--- src/rtl/button_pkg.sv ---
// button_pkg: shared gesture-state encoding and ms-to-cycles conversion for the button front end.
package button_pkg;
  typedef enum logic [2:0] {IDLE, PRESS1, GAP, PRESS2, HELD} gesture_state_t;
  function automatic logic [31:0] ms_to_cycles(input int unsigned ms, input int unsigned clkfreq);
    return 32'(ms * (clkfreq / 1000));
  endfunction
endpackage

--- src/rtl/button_gesture.sv ---
// button_gesture: classifies debounced button activity into short, double, long and repeat strobes.
module button_gesture
  import button_pkg::*;
#(
  parameter int unsigned CLKFREQ       = 100_000_000,
  parameter int unsigned LONG_PRESS_MS = 500,
  parameter int unsigned DOUBLE_GAP_MS = 250,
  parameter int unsigned REPEAT_MS     = 100
) (
  input  logic clk,
  input  logic rst_n,
  input  logic btn_level,
  input  logic btn_press,
  output logic short_press,
  output logic double_press,
  output logic long_press,
  output logic repeat_tick,
  output logic busy
);
  localparam logic [31:0] LONG_COUNT   = ms_to_cycles(LONG_PRESS_MS, CLKFREQ);
  localparam logic [31:0] GAP_COUNT    = ms_to_cycles(DOUBLE_GAP_MS, CLKFREQ);
  localparam logic [31:0] REPEAT_COUNT = ms_to_cycles(REPEAT_MS, CLKFREQ);
  gesture_state_t state, state_d;
  logic [31:0] cnt, cnt_d;
  logic short_d, double_d, long_d, repeat_d;
  always_ff @(posedge clk) begin
    if (!rst_n) begin
      state        <= IDLE;
      cnt          <= '0;
      short_press  <= 1'b0;
      double_press <= 1'b0;
      long_press   <= 1'b0;
      repeat_tick  <= 1'b0;
      busy         <= 1'b0;
    end else begin
      state        <= state_d;
      cnt          <= cnt_d;
      short_press  <= short_d;
      double_press <= double_d;
      long_press   <= long_d;
      repeat_tick  <= repeat_d;
      busy         <= state_d != IDLE;
    end
  end
  // Release beats long-press qualification; a second press beats the gap timeout.
  always_comb begin
    state_d  = state;
    cnt_d    = cnt + 32'd1;
    short_d  = 1'b0;
    double_d = 1'b0;
    long_d   = 1'b0;
    repeat_d = 1'b0;
    case (state)
      IDLE: begin
        cnt_d   = '0;
        state_d = btn_press ? PRESS1 : IDLE;
      end
      PRESS1:
        if (!btn_level) begin
          state_d = GAP;
          cnt_d   = '0;
        end else if (cnt == LONG_COUNT - 32'd1) begin
          state_d = HELD;
          cnt_d   = '0;
          long_d  = 1'b1;
        end
      GAP:
        if (btn_press) begin
          state_d  = PRESS2;
          cnt_d    = '0;
          double_d = 1'b1;
        end else if (cnt == GAP_COUNT - 32'd1) begin
          state_d = IDLE;
          cnt_d   = '0;
          short_d = 1'b1;
        end
      PRESS2: begin
        cnt_d   = '0;
        state_d = btn_level ? PRESS2 : IDLE;
      end
      HELD:
        if (!btn_level) begin
          state_d = IDLE;
          cnt_d   = '0;
        end else if (cnt == REPEAT_COUNT - 32'd1) begin
          cnt_d    = '0;
          repeat_d = 1'b1;
        end
      default: begin
        state_d = IDLE;
        cnt_d   = '0;
      end
    endcase
  end
endmodule

--- config.mk ---
export PLATFORM = sky130hd
export DESIGN_NAME = button_gesture
export DESIGN_NICKNAME = d
export VERILOG_FILES = /design/src/rtl/button_pkg.sv /design/src/rtl/button_gesture.sv
export SDC_FILE = /design/constraint.sdc
export NUM_CORES = 1
export LEC_CHECK = 0
export BUFFER_PORTS_ARGS = -buffer_cell sky130_fd_sc_hd__buf_4
export CAP_MARGIN = 40
export CORE_MARGIN = 4
export CORE_UTILIZATION = 60
export DETAILED_ROUTE_END_ITERATION = 8
export MAX_ROUTING_LAYER = met4
export PLACE_DENSITY = 0.77
export SYNTH_ARGS = -nofsm -noshare
export SYNTH_HDL_FRONTEND = slang
export SYNTH_SLANG_ARGS = --single-unit
--- constraint.sdc ---
create_clock -name clk -period 2.9 [get_ports clk]
set_clock_uncertainty 0.1 [all_clocks]
set_input_delay 0.58 -clock clk [delete_from_list [all_inputs] [get_ports clk]]
set_output_delay 0.58 -clock clk [all_outputs]
set_load 0.01 [all_outputs]
### Word level (Yosys, flattened, before mapping)

Cells that the tools add are included.

* logic and storage cells: 42
* output and inout bits: 5
* bits of input ports: 4
* register bits: 40

* bitwise operators: 2
* $add $sub $neg: 1
* equal/unequal tests: 7
* mux-type cells: 19
* reduce and logical (&&, ||, !) cells: 6

Operators with widths (number)
* $mux 32: 6
* $pmux 32 s3: 1
* $add 32x1->32 const B: 1
* $eq 32x24->1 const B: 1
* $eq 32x25->1 const B: 1
* $eq 32x26->1 const B: 1
* $mux 3: 5
* $pmux 3 s5: 1
* $eq 3x2->1 const B: 2
* $reduce_and 3->1: 2
* $mux 1: 5
* $eq 3x1->1 const B: 1
* $eq 3x3->1 const B: 1
* $logic_not 3->1: 1
* $reduce_bool 3->1: 1
* $reduce_or 3->1: 1
* $mux 2: 1
* $not 1->1: 2
* $reduce_and 2->1: 1

### Depth between registers and ports, before layout

Gate-level depths: netlist of the first run.

* depth after elaboration: 5
* mapped depth: 7
* gate-level depth less buffers: 6

### Least setup slack after synthesis of the first run

OpenSTA, ideal clock, no wires.

* kind: reg-to-reg
* start: reg cnt[25]
* end: reg cnt[12]
* clock period less this slack: 2089 ps
* buffers on the path: 2
* cell stages (with the launch flop): 8
* setup time: 118 ps
* path slack: 811 ps
* data required time: 2682 ps
* arrival time: 1871 ps
* path through: dfxtp_1 buf_6 or4b_4 nor4_2 nand3_1 a22oi_4 buf_6 a21oi_1

* cells in the longest elaborated chain, start to end: 4
* elaborated cells between the ends (all ways): 10
* classes of those cells: eq/ne: 3; mux: 7

RTL lines
* start, declared: line button_gesture.sv:24 `logic [31:0] cnt, cnt_d;`
* start signal, assigned: line button_gesture.sv:37 `cnt <= cnt_d;`
* $eq 32x24->1, or another cell as far along: line button_gesture.sv:85 `end else if (cnt == REPEAT_COUNT - 32'd1) begin`
* $mux 32, on equally long branches: line button_gesture.sv:85, button_gesture.sv:62, button_gesture.sv:72
* $mux 32, on equally long branches: line button_gesture.sv:82, button_gesture.sv:59, button_gesture.sv:68
* $pmux 32 s3 (*): line button_gesture.sv:53 `case (state)`

Every way passes the cells marked *; elsewhere a longest branch is shown, timed or not.
A chain may end at the register's enable or synchronous reset.

### Worst setup path after layout of the first run

* start: reg cnt[21]
* end: reg cnt[1]

The elaborated chain is that of the path after synthesis.

==> metrics.csv, run 1 <==
stage,metric,value,unit
global_routing,vias in the first global route,1586,
cells_and_area,final net count,241,
worst_setup_path,crit-path cells,"or4bb_1, nor4_1, nand4_1, a22oi_4, buf_4, a21boi_0",
placement,Placer Congestion,0.888,
worst_setup_path,CP max-delay cell,or4bb_1,
pwr,Pwr Total,0.887,mW
cells_and_area,Register Area,801,um^2
synthesis,Mapped Cells,224,
clock_network,Post-CTS Setup Inserts,0,
global_routing,initial antenna violation count,0,
cells_and_area,area of the multi-input gates,0.00111,mm^2
routing,DRC,0,
worst_setup_path,CP top delay family,simple AND/OR/NAND/NOR gates,
worst_setup_path,Worst Path Required,3030,ps
global_routing,GR Overflow Total,0,
routing,Vias/cell,5.97,
pwr,Leak Pwr,0.674,nW
pwr,Power per Cell Area,414,mW/mm^2
clock_network,# hold bufs at CTS,0,
synthesis,ys async rst share,0,
synthesis,Syn. warnings,0,
synthesis,sequential fraction of the synthesis area,0.402,
min_path,worst hold stages,2,
worst_setup_path,R2R depth,6,
global_routing,first-pass GRT wire length,7000,um
routing,Routed wire per std cell,14.6,um
worst_setup_path,CP Buf/Inv Count,1,
worst_setup_path,critical path type,reg2reg,
min_path,Hold Path End,short_press$_SDFF_PP0_,
floorplanning,die width,65.6,um
routing,vias,1678,
timing,Worst-Margin Slew,723,ps
synthesis,Yosys cell types,44,
floorplanning,FP Rows,20,
timing,final setup violating endpoints,0,
routing,initial DRC count,119,
job,Max-cap violations,0,
floorplanning,num ports,9,
clock_network,CTS tree,built,
synthesis,Post-synth EDFFs,0,
cells_and_area,Layout fillers,264,
clock_network,Root Driver,clkbuf_4,
placement,count of input and output buffers,8,
floorplanning,Starting Density,0.642,
worst_setup_path,maximum net fanout on the critical path,17,
timing,FMAX,0.435,GHz
routing,Post-Route WL,4090,um
timing,setup TNS after final layout,0,ps
worst_setup_path,startpoint types,flip-flop,
clock_network,Clock Path Buffers,2,
clock_network,htree depth,2,
placement,Post-DP HPWL,2870,um
floorplanning,Die Ht,65.6,um
synthesis,mean area per synthesized cell,8.89,um^2
floorplanning,die area,0.00431,mm^2
synthesis,Synth Cell Area,0.00199,mm^2
timing,Slew HR,0.514,
timing,post-route clock period utilization,0.792,
timing,Hold Fails Final Rpt,0,
worst_setup_path,reg2reg start,cnt[21]$_SDFF_PN0_,
worst_setup_path,FF-to-FF setup slack,600,ps
worst_setup_path,Setup crit start,cnt[21]$_SDFF_PN0_,
routing,Post-DRT Antenna Nets,0,
timing,RSZ-0062 raised after global routing,no,
clock_network,CTS sink cnt,40,
synthesis,synthesized flop and latch total,40,
synthesis,prevailing post-synth register cell,dfxtp_1,
timing,min cycle time layout,2300,ps
timing,hold slack,312,ps
global_routing,largest net degree at the start of global routing,18,
global_routing,gr usage total,0.214,
clock_network,"Clk Latency, worst-skew pair",350,ps
clock_network,clk slew on worst S/H paths,110,ps
pwr,VDD IR max,0.389,mV
routing,first drt pass iteration count,4,
worst_setup_path,critical path endpoint category,flip-flop,
timing,final slew viol count,0,
cells_and_area,share of post-route cells with drive strength above 1,0.160,
min_path,hold_sp,btn_press,
clock_network,total CTS buffers,5,
min_path,Worst Hold Class,in2reg,
floorplanning,Core ar.,0.00310,mm^2
worst_setup_path,CP peak stage delay,540,ps
cells_and_area,antenna diode count,0,
cells_and_area,Area Growth Syn to Fin,7.66,%
worst_setup_path,Worst EP arrival,2430,ps
synthesis,syn nets,229,
clock_network,post-cts sizing count,0,
worst_setup_path,r2r endpoint,cnt[1]$_SDFF_PN0_,
run_status,result of the run,"finished, final reports clean",
cell type report:
cell class                 instances  share of cell area
timing repair buffer              15              0.0525
clock buffer                       8              0.0274
inverter                           3             0.00525
tap                               44              0.0257
sequential                        40               0.373
multi-input combinational        171               0.516
sequential cells by signal, indices dropped and copies added (netlist names):
signal	flops
double_press	1
long_press	1
busy	1
cnt	32
repeat_tick	1
state	3
short_press	1
worst max-delay path by stage:
stage | end | slack (ps) | depth (start not counted)
2_1_floorplan | cnt[12]$_SDFF_PN0_ | 810 | 7
3_3_place_gp | cnt[1]$_SDFF_PN0_ | 700 | 6
3_5_place_dp | cnt[1]$_SDFF_PN0_ | 640 | 6
4_1_cts | cnt[1]$_SDFF_PN0_ | 610 | 6
5_1_grt | cnt[1]$_SDFF_PN0_ | 490 | 6
6_report | cnt[1]$_SDFF_PN0_ | 600 | 6
per-layer routing:
metal / wire (um) / GRT usage
met1: 1840 / 0.258
met2: 1940 / 0.333
met3: 217 / 0.0496
met4: 90 / 0.111
met5: 0 / -
metrics by stage:
stage                     area (um^2)  worst slack (ps)  instances  utilization
after floorplan                  1990               811        224            -
after global placement           2090               704        273        0.672
after detailed placement         2090               638        273        0.672
after CTS                        2140               610        281        0.691
after global routing             2140               493        281        0.691
final                            2140               603        281        0.691
Yosys cell counts (2+ instances only):
master,number,share of area
inv_1,3,0.0057
xor2_1,21,0.092
nor4_1,6,0.019
or2_2,3,0.0094
buf_2,2,0.0050
nand2_1,17,0.032
dfxtp_1,40,0.40
clkbuf_1,3,0.0057
nand2b_1,2,0.0063
nor2b_1,3,0.0094
nand3_1,12,0.030
nand4_1,15,0.047
and3_1,4,0.013
a21oi_1,31,0.078
xnor2_1,9,0.040
o21a_1,2,0.0075
nor4_2,3,0.019
buf_6,4,0.023
nor3_1,9,0.023
or4_2,2,0.0088
nor2_1,10,0.019
cells by family (layout without fill, tap and decap cells):
| family | Yosys count | in the layout | synth area share |
|---|---|---|---|
| and+or+nand+nor | 98 | 98 | 0.288 |
| AOI/OAI and AO/OA | 41 | 41 | 0.124 |
| DFF | 40 | 40 | 0.402 |
| xor gates and xnor gates | 30 | 30 | 0.132 |
| buffers and inverters | 13 | 26 | 0.0427 |
| adders and majority gates | 1 | 1 | 0.00628 |
| muxes | 1 | 1 | 0.00503 |
placed cells by master (no fill, tap or decap), types with 6 or more instances in the layout:
cell type / netlist / final
nand2_1: 17 / 17
nor3_1: 9 / 9
nor2_1: 10 / 10
xnor2_1: 9 / 9
xor2_1: 21 / 21
nand3_1: 12 / 12
dfxtp_1: 40 / 40
buf_4: 1 / 15
nand4_1: 15 / 15
a21oi_1: 31 / 31
nor4_1: 6 / 6
power breakdown:
| group | switching [mW] | internal, mW |
|---|---|---|
| sequential | 0.00398 | 0.553 |
| clock | 0.176 | 0.120 |
| combinational | 0.0189 | 0.0152 |
Note: power is estimated with default switching activity, not from simulation.
==> inputs of run 2 (changes only) <==
CORE_UTILIZATION = 54   (was 60)
PLACE_DENSITY = 0.73   (was 0.77)
clock period = 2.1 ns   (was 2.9 ns; I/O delays follow)
==> metrics.csv, run 2 (synthesis results as in run 1) <==
stage,metric,value,unit,change
global_routing,first-pass GRT wire length,7510,um,+7.3%
cells_and_area,highest-count cells in the layout ignoring fill and taps,"dfxtp_1, buf_4, a21oi_1, xor2_1, nand2_1",,
clock_network,total CTS buffers,5,,unchanged
cells_and_area,max reg flops,32,,unchanged
timing,Hold Fails Final Rpt,0,,unchanged
timing,final slew viol count,0,,unchanged
min_path,Worst Hold Class,in2reg,,
pwr,Power per Cell Area,536,mW/mm^2,+30%
placement,count of input and output buffers,8,,unchanged
timing,RSZ-0062 raised after global routing,yes,,
worst_setup_path,critical path endpoint category,flip-flop,,
cells_and_area,Layout fillers,274,,+3.8%
timing,final setup violating endpoints,1,,+1
floorplanning,Core ar.,0.00344,mm^2,+11%
timing,setup TNS after final layout,-3.76,ps,-3.76 ps
routing,vias,1746,,+4.1%
routing,first drt pass iteration count,4,,unchanged
cells_and_area,share of post-route cells with drive strength above 1,0.271,,+0.111
cells_and_area,Register Area,801,um^2,unchanged
global_routing,gr usage total,0.223,,+0.00924
timing,Worst-Margin Slew,472,ps,-251 ps
floorplanning,die width,68.7,um,+4.7%
worst_setup_path,maximum net fanout on the critical path,2,,-15
routing,Post-Route WL,4700,um,+15%
worst_setup_path,CP top delay family,simple AND/OR/NAND/NOR gates,,
floorplanning,num ports,9,,unchanged
clock_network,CTS tree,built,,
run_status,failing checks,negative setup slack,,
clock_network,"Clk Latency, worst-skew pair",290,ps,-60 ps
job,Max-cap violations,0,,unchanged
cells_and_area,Regs by FF count,"cnt: 32 flops, state: 3 flops",,
pwr,Leak Pwr,0.881,nW,+31%
floorplanning,Die Ht,68.7,um,+4.7%
global_routing,initial antenna violation count,0,,unchanged
global_routing,GR Overflow Total,0,,unchanged
clock_network,htree depth,2,,unchanged
clock_network,# hold bufs at CTS,0,,unchanged
clock_network,CTS sink cnt,40,,unchanged
floorplanning,FP Rows,21,,+5.0%
routing,Routed wire per std cell,15.3,um,+4.8%
routing,initial DRC count,108,,-9.2%
cells_and_area,"most common cell after layout, fill and taps aside",dfxtp_1,,
timing,Final WS setup,-3.76,ps,-607 ps
floorplanning,die area,0.00472,mm^2,+9.7%
worst_setup_path,Worst Path Required,2180,ps,-850 ps
clock_network,Root Driver,clkbuf_8,,
worst_setup_path,startpoint types,flip-flop,,
run_status,result of the run,"finished, violations left",,
worst_setup_path,crit-path cells,"or4b_4, nor4_4, buf_4, nand4_1, a211oi_2, o22ai_1",,
routing,DRC,0,,unchanged
worst_setup_path,Worst EP arrival,2190,ps,-240 ps
worst_setup_path,critical path type,reg2reg,,
cells_and_area,fin area,0.00251,mm^2,+17%
timing,FMAX,0.475,GHz,+9.2%
cells_and_area,Layout Utilization,0.730,,+0.0388
cells_and_area,Area Growth Syn to Fin,26.1,%,
clock_network,clk slew on worst S/H paths,70,ps,-40 ps
global_routing,vias in the first global route,1629,,+2.7%
placement,Placer Congestion,0.836,,-5.9%
clock_network,Clock Path Buffers,2,,unchanged
placement,area post-placement,0.00226,mm^2,+8.3%
cells_and_area,Biggest register,cnt,,
global_routing,largest net degree at the start of global routing,17,,-1
pwr,VDD IR max,0.431,mV,+11%
routing,Post-DRT Antenna Nets,0,,unchanged
cells_and_area,antenna diode count,0,,unchanged
placement,Post-DP HPWL,3010,um,+4.8%
worst_setup_path,CP max-delay cell,or4b_4,,
cells_and_area,area of the multi-input gates,0.00120,mm^2,+8.9%
timing,Slew HR,0.685,,+0.170
routing,Vias/cell,5.67,,-5.1%
cells_and_area,final net count,266,,+10%
worst_setup_path,CP Buf/Inv Count,1,,unchanged
timing,min cycle time layout,2100,ps,-193 ps
timing,post-route clock period utilization,1.00,,+0.210
worst_setup_path,CP peak stage delay,550,ps,about the same
floorplanning,Starting Density,0.579,,-0.0632
-- run 2: cell types whose count changed in the layout (fill, tap and decap cells not counted), sizes merged --
cell | before | now
buf | 15 | 40
-- run 2: metrics by stage --
step | setup WS, ps | cells | hold WS [ps] | power, mW
4_1_cts | 2.65 | 306 | 209 | 1.35
5_1_grt | -132 | 308 | 205 | 1.40
2_1_floorplan | 10.8 | 224 | 338 | 0.820
3_5_place_dp | -81.3 | 296 | 416 | 0.836
6_report | -3.76 | 308 | 214 | 1.35
3_3_place_gp | -10.3 | 296 | 413 | 0.836
-- run 2: cell type report --
cell class / instances / share of cell area
tap: 46 / 0.0229
timing repair buffer: 40 / 0.138
sequential: 40 / 0.319
multi-input combinational: 171 / 0.480
clock buffer: 8 / 0.0359
inverter: 3 / 0.00448
-- run 2: final timing paths --
path,start,to,slack (ps),depth (start not counted)
worst max register to register,cnt[25]$_SDFF_PN0_,busy$_SDFF_PN0_,-4,6
worst min register to register,cnt[0]$_SDFF_PN0_,cnt[0]$_SDFF_PN0_,430,2
worst max-delay path,cnt[25]$_SDFF_PN0_,busy$_SDFF_PN0_,-4,6
worst min-delay path,btn_press,short_press$_SDFF_PP0_,210,2
-- run 2: report_power, final --
part / switching (mW) / leakage, nW / total [mW] / internal [mW]
Clock: 0.253 / 0.0455 / 0.521 / 0.268
Combinational: 0.0304 / 0.513 / 0.0565 / 0.0261
Sequential: 0.00505 / 0.323 / 0.769 / 0.764
Total: 0.289 / 0.881 / 1.35 / 1.06
-- run 2: metal layers --
metal | vias up | global-route usage | share of wire
li1 | 884 | - | -
met1 | 825 | 0.285 | 0.47
met2 | 29 | 0.334 | 0.48
met3 | 8 | 0.0600 | 0.037
met4 | 0 | 0.0925 | 0.017
met5 | - | - | 0
-- run 2: what timing repair did --
action	in CTS	in global routing
pin swaps	3	9
gates cloned	1	0
resized for setup	9	14
buffers inserted	1	2
setup endpoints to repair	33	33
==> inputs of run 3 (changes only) <==
==> constraint.sdc (replaced) <==
create_clock -name clk -period 2.1 [get_ports clk]
set_clock_uncertainty 0.1 [all_clocks]
set_input_delay 0.315 -clock clk [delete_from_list [all_inputs] [get_ports clk]]
set_output_delay 0.315 -clock clk [all_outputs]
set_load 0.01 [all_outputs]
==> metrics.csv, run 3 (synthesis results as in run 1) <==
stage,metric,value,unit,change
clock_network,# hold bufs at CTS,0,,unchanged
pwr,Power per Cell Area,536,mW/mm^2,+0.11%
routing,Post-DRT Antenna Nets,0,,unchanged
routing,Post-Route WL,4730,um,+0.62%
worst_setup_path,reg2reg start,cnt[23]$_SDFF_PN0_,,
clock_network,CTS sink cnt,40,,unchanged
min_path,Worst Hold Class,in2reg,,
worst_setup_path,maximum net fanout on the critical path,6,,+4
worst_setup_path,Worst Path Required,2180,ps,about the same
routing,DRC,0,,unchanged
clock_network,htree depth,2,,unchanged
routing,initial DRC count,89,,-18%
worst_setup_path,Worst EP arrival,2250,ps,+60 ps
cells_and_area,"most common cell after layout, fill and taps aside",dfxtp_1,,
floorplanning,Die Ht,68.7,um,unchanged
floorplanning,die area,0.00472,mm^2,unchanged
floorplanning,Starting Density,0.579,,unchanged
floorplanning,Core ar.,0.00344,mm^2,unchanged
routing,Routed wire per std cell,15.3,um,+0.29%
cells_and_area,Layout Utilization,0.739,,+0.00872
global_routing,largest net degree at the start of global routing,33,,+16
routing,Vias/cell,5.67,,about the same
worst_setup_path,CP top delay family,simple AND/OR/NAND/NOR gates,,
floorplanning,num ports,9,,unchanged
global_routing,gr usage total,0.214,,-0.00909
cells_and_area,Layout fillers,272,,-0.73%
placement,count of input and output buffers,8,,unchanged
floorplanning,FP Rows,21,,unchanged
timing,FMAX,0.461,GHz,-2.9%
worst_setup_path,startpoint types,flip-flop,,
global_routing,vias in the first global route,1582,,-2.9%
global_routing,first-pass GRT wire length,7330,um,-2.4%
pwr,VDD IR max,0.275,mV,-36%
clock_network,clk slew on worst S/H paths,70,ps,about the same
run_status,result of the run,"finished, violations left",,
cells_and_area,Biggest register,cnt,,
clock_network,Clock Path Buffers,2,,unchanged
pwr,Leak Pwr,0.858,nW,-2.6%
cells_and_area,share of post-route cells with drive strength above 1,0.331,,+0.0598
timing,Hold Fails Final Rpt,0,,unchanged
timing,RSZ-0062 raised after global routing,yes,,
global_routing,GR Overflow Total,0,,unchanged
job,Max-cap violations,0,,unchanged
timing,hold slack,104,ps,-110 ps
worst_setup_path,CP peak stage delay,550,ps,about the same
clock_network,CTS tree,built,,
min_path,hold_sp,btn_press,,
cells_and_area,Area Growth Syn to Fin,27.6,%,
worst_setup_path,critical path endpoint category,flip-flop,,
cells_and_area,antenna diode count,0,,unchanged
run_status,failing checks,negative setup slack,,
timing,Worst-Margin Slew,427,ps,-44.8 ps
timing,Final WS setup,-67.2,ps,-63.5 ps
timing,final setup violating endpoints,32,,+31
routing,first drt pass iteration count,4,,unchanged
worst_setup_path,CP Buf/Inv Count,2,,+1
cells_and_area,Regs by FF count,"cnt: 32 flops, state: 3 flops",,
timing,min cycle time layout,2170,ps,+63.5 ps
worst_setup_path,CP max-delay cell,or4b_4,,
timing,post-route clock period utilization,1.03,,+0.0302
cells_and_area,max reg flops,32,,unchanged
clock_network,total CTS buffers,5,,unchanged
clock_network,"Clk Latency, worst-skew pair",290,ps,about the same
timing,final slew viol count,0,,unchanged
cells_and_area,highest-count cells in the layout ignoring fill and taps,"dfxtp_1, buf_4, xor2_1, a21oi_1, nand2_1",,
timing,Slew HR,0.715,,+0.0300
placement,Post-DP HPWL,3040,um,+0.95%
placement,Placer Congestion,0.825,,-1.2%
worst_setup_path,Setup crit start,cnt[23]$_SDFF_PN0_,,
cells_and_area,final net count,267,,+0.38%
routing,vias,1751,,+0.29%
worst_setup_path,critical path type,reg2reg,,
clock_network,Root Driver,clkbuf_8,,
worst_setup_path,crit-path cells,"or4b_4, nor4_4, nand3_2, a22oi_4, buf_12, buf_6, a21oi_1",,
global_routing,initial antenna violation count,0,,unchanged
timing,setup TNS after final layout,-1630,ps,-1630 ps
floorplanning,die width,68.7,um,unchanged
-- run 3: cell types whose count changed in the layout (fill, tap and decap cells not counted), sizes merged --
cell,previous run,this run
clkbuf,8,6
buf,40,41
clkinv,0,2
-- run 3: power by group --
| part | leakage (nW) | internal (mW) | total [mW] | switching [mW] |
|---|---|---|---|---|
| logic | 0.483 | 0.0362 | 0.0711 | 0.0348 |
| clock network | 0.0510 | 0.262 | 0.524 | 0.262 |
| registers | 0.324 | 0.764 | 0.769 | 0.00525 |
-- run 3: routing by layer --
| metal | up-vias | GRT usage | share of wire |
|---|---|---|---|
| met5 | - | - | 0 |
| met4 | 0 | 0.0973 | 0.017 |
| met3 | 10 | 0.0551 | 0.042 |
| met2 | 36 | 0.327 | 0.47 |
| met1 | 820 | 0.266 | 0.47 |
| li1 | 885 | - | - |
-- run 3: worst register-to-register path, delay by kind of cell, from the launching register on --
family                 cells  cell delay, ps
AOI/OAI and AO/OA          2             280
buffers and inverters      2             290
DFF                        1             320
and+or+nand+nor            3            1070
-- run 3: what timing repair did --
item | CTS | global route
setup buffers | 0 | 3
endpoints found under the setup margin | 33 | 33
gates resized for setup | 10 | 30
cloned | 0 | 3
pin swaps | 3 | 12
-- run 3: worst paths after layout --
path / endpoint / slack [ps] / cells after the start
min: short_press$_SDFF_PP0_ / 100 / 2
max reg2reg: cnt[12]$_SDFF_PN0_ / -70 / 7
max: cnt[12]$_SDFF_PN0_ / -70 / 7
min reg2reg: cnt[0]$_SDFF_PN0_ / 420 / 2
-- run 3: final cells by class --
type                    instances  area (um^2)  share of cell area
repair buffers                 41          367               0.144
multi-input cells             171         1210               0.476
clock inverters                 2         10.0             0.00394
well taps                      46         57.6              0.0226
inverters                       3         11.3             0.00443
flip-flops and latches         40          803               0.316
clock buffers                   6         82.6              0.0325
-- run 3: through the flow --
| step | setup WS [ps] | instance area [um^2] | std cells | total power, mW |
|---|---|---|---|---|
| detailed placement | -94.1 | 2250 | 295 | 0.836 |
| floorplan | 10.8 | 1990 | 224 | 0.820 |
| global route | -124 | 2540 | 309 | 1.42 |
| CTS | 2.19 | 2390 | 303 | 1.35 |
| finish | -67.2 | 2540 | 309 | 1.36 |
| global placement | -19.2 | 2250 | 295 | 0.836 |
